## src/rtl/s_port_byte_rx_pkg.sv

```systemverilog
// s_port_byte_rx_pkg: receiver state encoding shared by the byte receiver
package s_port_byte_rx_pkg;
  typedef enum logic [2:0] {IDLE, START, DATA, PARITY, STOP} rx_state_t;
endpackage

```

## src/rtl/s_port_byte_rx_sync.sv

```systemverilog
// s_port_sync: 2-flop synchronizer plus falling-edge detector for a serial input idling high
module s_port_sync (
  input  logic clk,
  input  logic reset,
  input  logic s_in,
  output logic s_sync,
  output logic fall
);
  logic s_meta, s_dly;
  logic [2:0] vld;
  always_ff @(posedge clk) begin
    if (reset) begin
      {s_meta, s_sync, s_dly} <= 3'b111;
      vld <= 3'b000;
    end else begin
      {s_meta, s_sync, s_dly} <= {s_in, s_meta, s_sync};
      vld <= {vld[1:0], 1'b1};
    end
  end
  // the reset-forced 1s are not real line samples, so a line already low at reset release must not look like a fall
  assign fall = vld[2] & s_dly & ~s_sync;
endmodule

```

## src/rtl/s_port_byte_rx.sv

```systemverilog
// s_port_byte_rx: 8E1 serial byte receiver with parity and framing error flags
module s_port_byte_rx
  import s_port_byte_rx_pkg::*;
#(
  parameter logic [14:0] PERIOD_VALUE = 15'h43d1,
  parameter logic [14:0] HALF_VALUE   = PERIOD_VALUE >> 1
) (
  input  logic       clk,
  input  logic       reset,
  input  logic       s_in,
  output logic [7:0] byte_out,
  output logic       byte_out_en,
  output logic       parity_err,
  output logic       frame_err
);
  rx_state_t   state, state_nxt;
  logic        s_sync, start_edge, parity;
  logic [14:0] bit_cnt;
  logic [2:0]  data_cnt;
  logic [7:0]  shift;
  logic        half_hit, per_hit;
  s_port_sync u_sync (
    .clk    (clk),
    .reset  (reset),
    .s_in   (s_in),
    .s_sync (s_sync),
    .fall   (start_edge)
  );
  assign half_hit = bit_cnt == HALF_VALUE;
  assign per_hit  = bit_cnt == PERIOD_VALUE;
  always_comb begin
    state_nxt = state;
    unique case (state)
      IDLE:    state_nxt = start_edge ? START : IDLE;
      START:   state_nxt = half_hit ? (s_sync ? IDLE : DATA) : START;
      DATA:    state_nxt = (per_hit && data_cnt == 3'd7) ? PARITY : DATA;
      PARITY:  state_nxt = per_hit ? STOP : PARITY;
      STOP:    state_nxt = per_hit ? IDLE : STOP;
      default: state_nxt = IDLE;
    endcase
  end
  always_ff @(posedge clk) begin
    if (reset) begin
      state       <= IDLE;
      bit_cnt     <= '0;
      data_cnt    <= '0;
      shift       <= '0;
      parity      <= 1'b0;
      byte_out    <= '0;
      byte_out_en <= 1'b0;
      parity_err  <= 1'b0;
      frame_err   <= 1'b0;
    end else begin
      state       <= state_nxt;
      byte_out_en <= 1'b0;
      // wrapping at PERIOD_VALUE keeps consecutive data bits one period apart
      bit_cnt <= (state == IDLE || state_nxt != state || per_hit) ? '0 : bit_cnt + 15'd1;
      if (state == DATA && per_hit) begin
        shift    <= {s_sync, shift[7:1]};
        data_cnt <= data_cnt + 3'd1;
      end
      if (state == PARITY && per_hit) parity <= s_sync;
      if (state == STOP && per_hit) begin
        byte_out    <= shift;
        parity_err  <= (^shift) ^ parity;
        frame_err   <= ~s_sync;
        byte_out_en <= 1'b1;
      end
    end
  end
endmodule

```

## config.mk

```make
export PLATFORM = sky130hd
export DESIGN_NAME = s_port_byte_rx
export DESIGN_NICKNAME = d
export VERILOG_FILES = /design/src/rtl/s_port_byte_rx_pkg.sv /design/src/rtl/s_port_byte_rx_sync.sv /design/src/rtl/s_port_byte_rx.sv
export SDC_FILE = /design/constraint.sdc
export NUM_CORES = 1
export LEC_CHECK = 0
export ABC_CLOCK_PERIOD_IN_PS = 1600
export CAP_MARGIN = 20
export CORE_MARGIN = 4
export CORE_UTILIZATION = 25
export CTS_CLUSTER_SIZE = 14
export DETAILED_ROUTE_END_ITERATION = 8
export HOLD_SLACK_MARGIN = 0.15
export PLACE_DENSITY_LB_ADDON = 0.2
export SLEW_MARGIN = 40
export SYNTH_ARGS = -nofsm -noshare
export SYNTH_HDL_FRONTEND = slang
export SYNTH_SLANG_ARGS = --single-unit
```

## constraint.sdc

```tcl
create_clock -name clk -period 1.6 [get_ports clk]
set_input_delay 0.16 -clock clk [delete_from_list [all_inputs] [get_ports clk]]
set_output_delay 0.16 -clock clk [all_outputs]
set_load 0.1 [all_outputs]
```

### After elaboration in Yosys (flattened, before gate mapping)

Index checks and enable logic that the tools add are counted.

| word-level totals | value |
|---|---|
| bits in registers | 47 |
| input bits | 3 |
| output and inout port bits | 11 |
| logic and storage cells | 46 |

| cells by class | value |
|---|---|
| $add $sub $neg | 2 |
| equal/unequal tests | 8 |
| mux-type cells | 9 |
| bitwise operators | 4 |
| reduce and logical (&&, ||, !) cells | 9 |

Operators by type and width:

| cell | count |
|---|---|
| 15-bit by 1-bit adder with 15-bit output, second input constant | 1 |
| 15-bit by 14-bit equality test with 1-bit output, second input constant | 1 |
| 15-bit equality test, second input constant | 1 |
| 3-bit one-hot mux with 5 select lines | 1 |
| 8-bit parity | 1 |
| 3-bit by 2-bit equality test with 1-bit output, second input constant | 2 |
| 3-bit equality test, second input constant | 2 |
| 3-bit 2-to-1 mux | 2 |
| 1-bit logical AND | 4 |
| 1-bit 2-to-1 mux | 4 |
| 2-bit 2-to-1 mux | 2 |
| 3-bit by 1-bit adder with 3-bit output, second input constant | 1 |
| 3-bit by 1-bit equality test with 1-bit output, second input constant | 1 |
| 3-bit zero test | 1 |
| 3-bit != test | 1 |
| 1-bit bitwise AND | 2 |
| 1-bit logical OR | 2 |
| 2-bit OR reduction | 1 |
| 1-bit inverter | 1 |
| 1-bit XOR | 1 |

### Logic depth before layout (Yosys ltp)

Gate-level depths: netlist of run 1.

| logic depth | value |
|---|---|
| word-level depth | 8 |
| gate-level depth with buffers | 9 |
| mapped depth without buffers | 7 |

### Cells and area by module

From an unflattened synthesis of run 1, not the netlist that was laid out.

| second synthesis, totals | value |
|---|---|
| cells, all modules | 238 |
| area total of the unflattened synthesis | 2152.1 µm² |

By module, submodules not included:

| module | instances | cells each | area an instance (µm²) | seq. area each (µm²) |
|---|---|---|---|---|
| s_port_byte_rx | 1 | 225 | 1988.2 | 820.8 |
| s_port_sync | 1 | 13 | 163.9 | 120.1 |

### Worst setup path before layout of run 1

OpenSTA, ideal clock, no wires.

| timing path | value |
|---|---|
| path kind | register -> register |
| start | register bit_cnt[0] |
| end | register bit_cnt[2] |
| library setup time | 64 ps |
| arrival time | 1696 ps |
| data required time | 1536 ps |
| slack | -160 ps |
| stages on the path, launching flop included | 8 |
| buffers on the path | 0 |
| period minus slack after synthesis | 1760 ps |
| cells stage by stage | dfxtp_1 -> inv_1 -> ha_1 -> and4b_1 -> and4b_1 -> a211o_4 -> o21bai_4 -> nor2_1 |

| between the ends | value |
|---|---|
| word-level cells in the longest chain between the ends | 8 |
| elaborated cells between the ends (all ways) | 13 |
| classes of those cells | add/sub: 1; eq/ne: 3; mux: 5; reduce/logical: 4 |

RTL lines:

| what | RTL line | source |
|---|---|---|
| start: declaration | s_port_byte_rx.sv:18 | `logic [14:0] bit_cnt;` |
| start signal: assignment | s_port_byte_rx.sv:57 | `bit_cnt <= (state == IDLE \|\| state_nxt != state \|\| per_hit) ? '0 : bit_cnt + 15'd1;` |
| 15-bit equality test | s_port_byte_rx.sv:30 | `assign per_hit = bit_cnt == PERIOD_VALUE;` |
| 1-bit logical AND | s_port_byte_rx.sv:36 | `DATA: state_nxt = (per_hit && data_cnt == 3'd7) ? PARITY : DATA;` |
| 1-bit 2-to-1 mux | s_port_byte_rx.sv:36 |  |
| 3-bit one-hot mux with 5 select lines | s_port_byte_rx.sv:33 | `unique case (state)` |
| 3-bit != test | s_port_byte_rx.sv:57 |  |
| 1-bit logical OR (2 in series) | s_port_byte_rx.sv:57 |  |
| 2-bit OR reduction (no line) | - |  |

Parallel ways exist; a longest one is shown, timed or not.
A chain may end at the register's enable or synchronous reset.

### Worst setup path after layout of run 1

| timing path | value |
|---|---|
| start | register bit_cnt[0] |
| end | register bit_cnt[0] |

The elaborated chain is that of the path after synthesis.

==> results of run 1 <==
-- metal layers --
metal / GRT usage (%) / part of all wire [%]
met3: 1.79 / 2.2
met5: 0 / 0
met2: 13.7 / 44
met4: 3.47 / 0.96
met1: 13.2 / 53
-- cells in the mapped netlist, types with 2 or more instances --
cell type / number
dfxtp_1: 47
nand2_1: 26
nor2_1: 24
nand3_1: 23
a21oi_1: 21
xnor2_1: 10
xor2_1: 9
inv_1: 6
clkbuf_1: 5
ha_1: 5
and3_1: 4
mux2i_1: 4
nor2b_1: 4
and4_1: 3
nor3b_1: 3
o21ai_0: 3
and4b_1: 2
buf_2: 2
buf_4: 2
nand4_1: 2
nor4_1: 2
or2_2: 2
-- worst paths after layout --
check,start,to,slack [ns],cells past startpoint
worst max register to register,bit_cnt[0],bit_cnt[0],-0.06,7
worst min-delay path,u_sync.s_meta,u_sync.s_sync,0.43,1
worst min register to register,u_sync.s_meta,u_sync.s_sync,0.43,1
worst max-delay path,bit_cnt[0],bit_cnt[0],-0.06,7
-- cell type report --
class                      count  area share, %
sequential                    47           32.8
tap                          102           4.39
multi-input combinational    161           37.9
clock inverter                 2          0.560
timing repair buffer          55           20.8
inverter                       6          0.775
clock buffer                   6           2.84
-- repair_timing --
action	CTS	global route
buffers inserted	1	2
pin swaps	4	5
gates cloned	1	2
resized for setup	13	15
endpoints found under the setup margin	38	38
hold endpoints to repair	0	0
-- sequential cells by signal, summed over array words and instances (netlist names) --
signal	cells
bit_cnt	15
byte_out	8
shift	8
data_cnt	3
state	3
u_sync.vld	3
byte_out_en	1
frame_err	1
parity	1
parity_err	1
u_sync.s_dly	1
u_sync.s_meta	1
u_sync.s_sync	1
-- critical path, cell delays in order (launching register included) --
cell and delay, ns:
dfxtp_4 0.37, inv_2 0.04, ha_4 0.14, and4b_1 0.17, and4b_2 0.23, a211o_4 0.34, o21bai_4 0.21, nor2_1 0.11
-- metrics by stage --
| stage | area [um2] | std cells | utilization [%] | setup slack (ns) | hold slack, ns |
|---|---|---|---|---|---|
| floorplan | 2040 | 223 | - | -0.0664 | 0.258 |
| global placement | 2630 | 365 | 33.7 | -0.122 | 0.408 |
| detailed placement | 2630 | 365 | 33.7 | -0.144 | 0.402 |
| CTS | 2810 | 375 | 36.0 | -0.0694 | 0.432 |
| global route | 2910 | 379 | 37.2 | -0.155 | 0.433 |
| finish | 2910 | 379 | 37.2 | -0.0580 | 0.431 |
-- where the power goes --
| group | internal, uW | switching, uW | total [uW] |
|---|---|---|---|
| logic | 15.8 | 20.6 | 36.4 |
| registers | 1170 | 3.64 | 1180 |
| clock network | 353 | 388 | 740 |
| total | 1540 | 412 | 1950 |
-- logic make-up after synthesis --
group                      Yosys count  share of synthesized area (%)
and+or+nand+nor                    101                           25.3
DFF                                 47                           46.2
AOI/OAI and AO/OA                   30                           10.3
xor gates and xnor gates            20                           9.29
buffers and inverters               16                           3.81
adders and majority gates            5                           3.08
muxes                                4                           1.97
==> metrics.txt, run 1 <==
drt drc 0; Max-cap violations 0; filler cell count approximately 810; largest cells by area after synthesis dfxtp_1 46%, nand3_1 5.7%, a21oi_1 5.2%; Power, Total roughly 2000 uW; Core Rows 32; FMAX roughly 600 MHz; post-synthesis register bit count 47; Worst EP arrival roughly 1.9 ns; DPL Wire Length 2940 um; CTS tree built; Initial DRC Count 68; WL/cell about 12 um; via count approximately 1600; EDFF count, synth 0; share of flip-flops with an asynchronous set or reset 0%; vias in the first global route approximately 1600; number of I/O pins 14; Critical Path Source Type flip-flop; Worst slew margin around three quarters; Final setup viols 27; CTS Buf Count 5; GRT Total Usage 9.24%; Routed WL 4370 um; crit end category flip-flop; RSZ-0062 raised after global routing true; net count after synthesis between 200 and 250; Final ANT Viol Nets 0; Multi-input gate area between 0.001 and 0.0015 mm2; Mapped Cells roughly 220; Worst VDD drop between 0.0003 and 0.0004 V; Mean Syn Cell Area 9.12 um2; Clock Pin Slew Worst Setup and Hold Paths approximately 0.090 ns; fin. max-slew vios 0; skew final between 0.01 and 0.015 ns; Synth area leader dfxtp_1; PortBufs 13; most frequent cells in the layout 40 x dfxtp_1, 35 x buf_4, 24 x nand2_1, 24 x nor2_1, 23 x nand3_1; violated checks negative setup slack; initial core utilization 26.1%; count of cell types in the netlist 36; Slew @ Worst Pin roughly 0.38 ns; Clock Path Buffers 2; core area around 0.0078 mm2; fin nets 284; crit path max fanout 5; Area growth syn-to-layout 42.9%; Root Buffer clkbuf_8; RePlAce Congestion around 0.75; die outline height between 90 and 100 um; Die Wd approximately 100 um; Hold Crit Class flip-flop to flip-flop; Seq. cell area 952 um2; antenna cells 0; Synth Cell Area about 0.0020 mm2; Setup WS post-layout -0.0580 ns; largest net degree at the start of global routing 30; vias per cell between 4 and 5; Tmin final 1.66 ns; Sink Count 47; top_reg_cell synth dfxtp_1; total power per unit cell area slightly below 700 mW/mm2; critical path class flip-flop to flip-flop; drt first pass iters 7; Worst EP required roughly 1.8 ns; register area share after synthesis between 40% and 50%; layout cell share with drive strength beyond 1 between 30% and 40%; Clk Latency, worst-skew pair 0.29 ns; initial antenna violation count 0; Die ar. just under 0.01 mm2; H-tree levels 2; Setup TNS Final -0.868 ns; most common cell after layout, fill and taps aside dfxtp_1; Pleak between 0.001 and 0.0015 uW; YS warnings 0; first-pass GRT wire length 7460 um; Overflow after GRT 0; status finished with violations; cts-stage hold buffer count 0; Final Hold Vio Count 0; period utilisation layout 104%; Yosys top cell area share between 40% and 50%
(Power assumes the default switching activity.)
==> run 2, diff against run 1 <==
--- a/config.mk
+++ b/config.mk
@@ -11,6 +11,7 @@
 export CORE_UTILIZATION = 25
 export CTS_CLUSTER_SIZE = 14
 export DETAILED_ROUTE_END_ITERATION = 8
+export GPL_TIMING_DRIVEN = 1
 export HOLD_SLACK_MARGIN = 0.15
 export PLACE_DENSITY_LB_ADDON = 0.2
 export SLEW_MARGIN = 40
==> results of run 2 <==
Same layout as run 1: the final DEF is identical, and so are final timing and power.
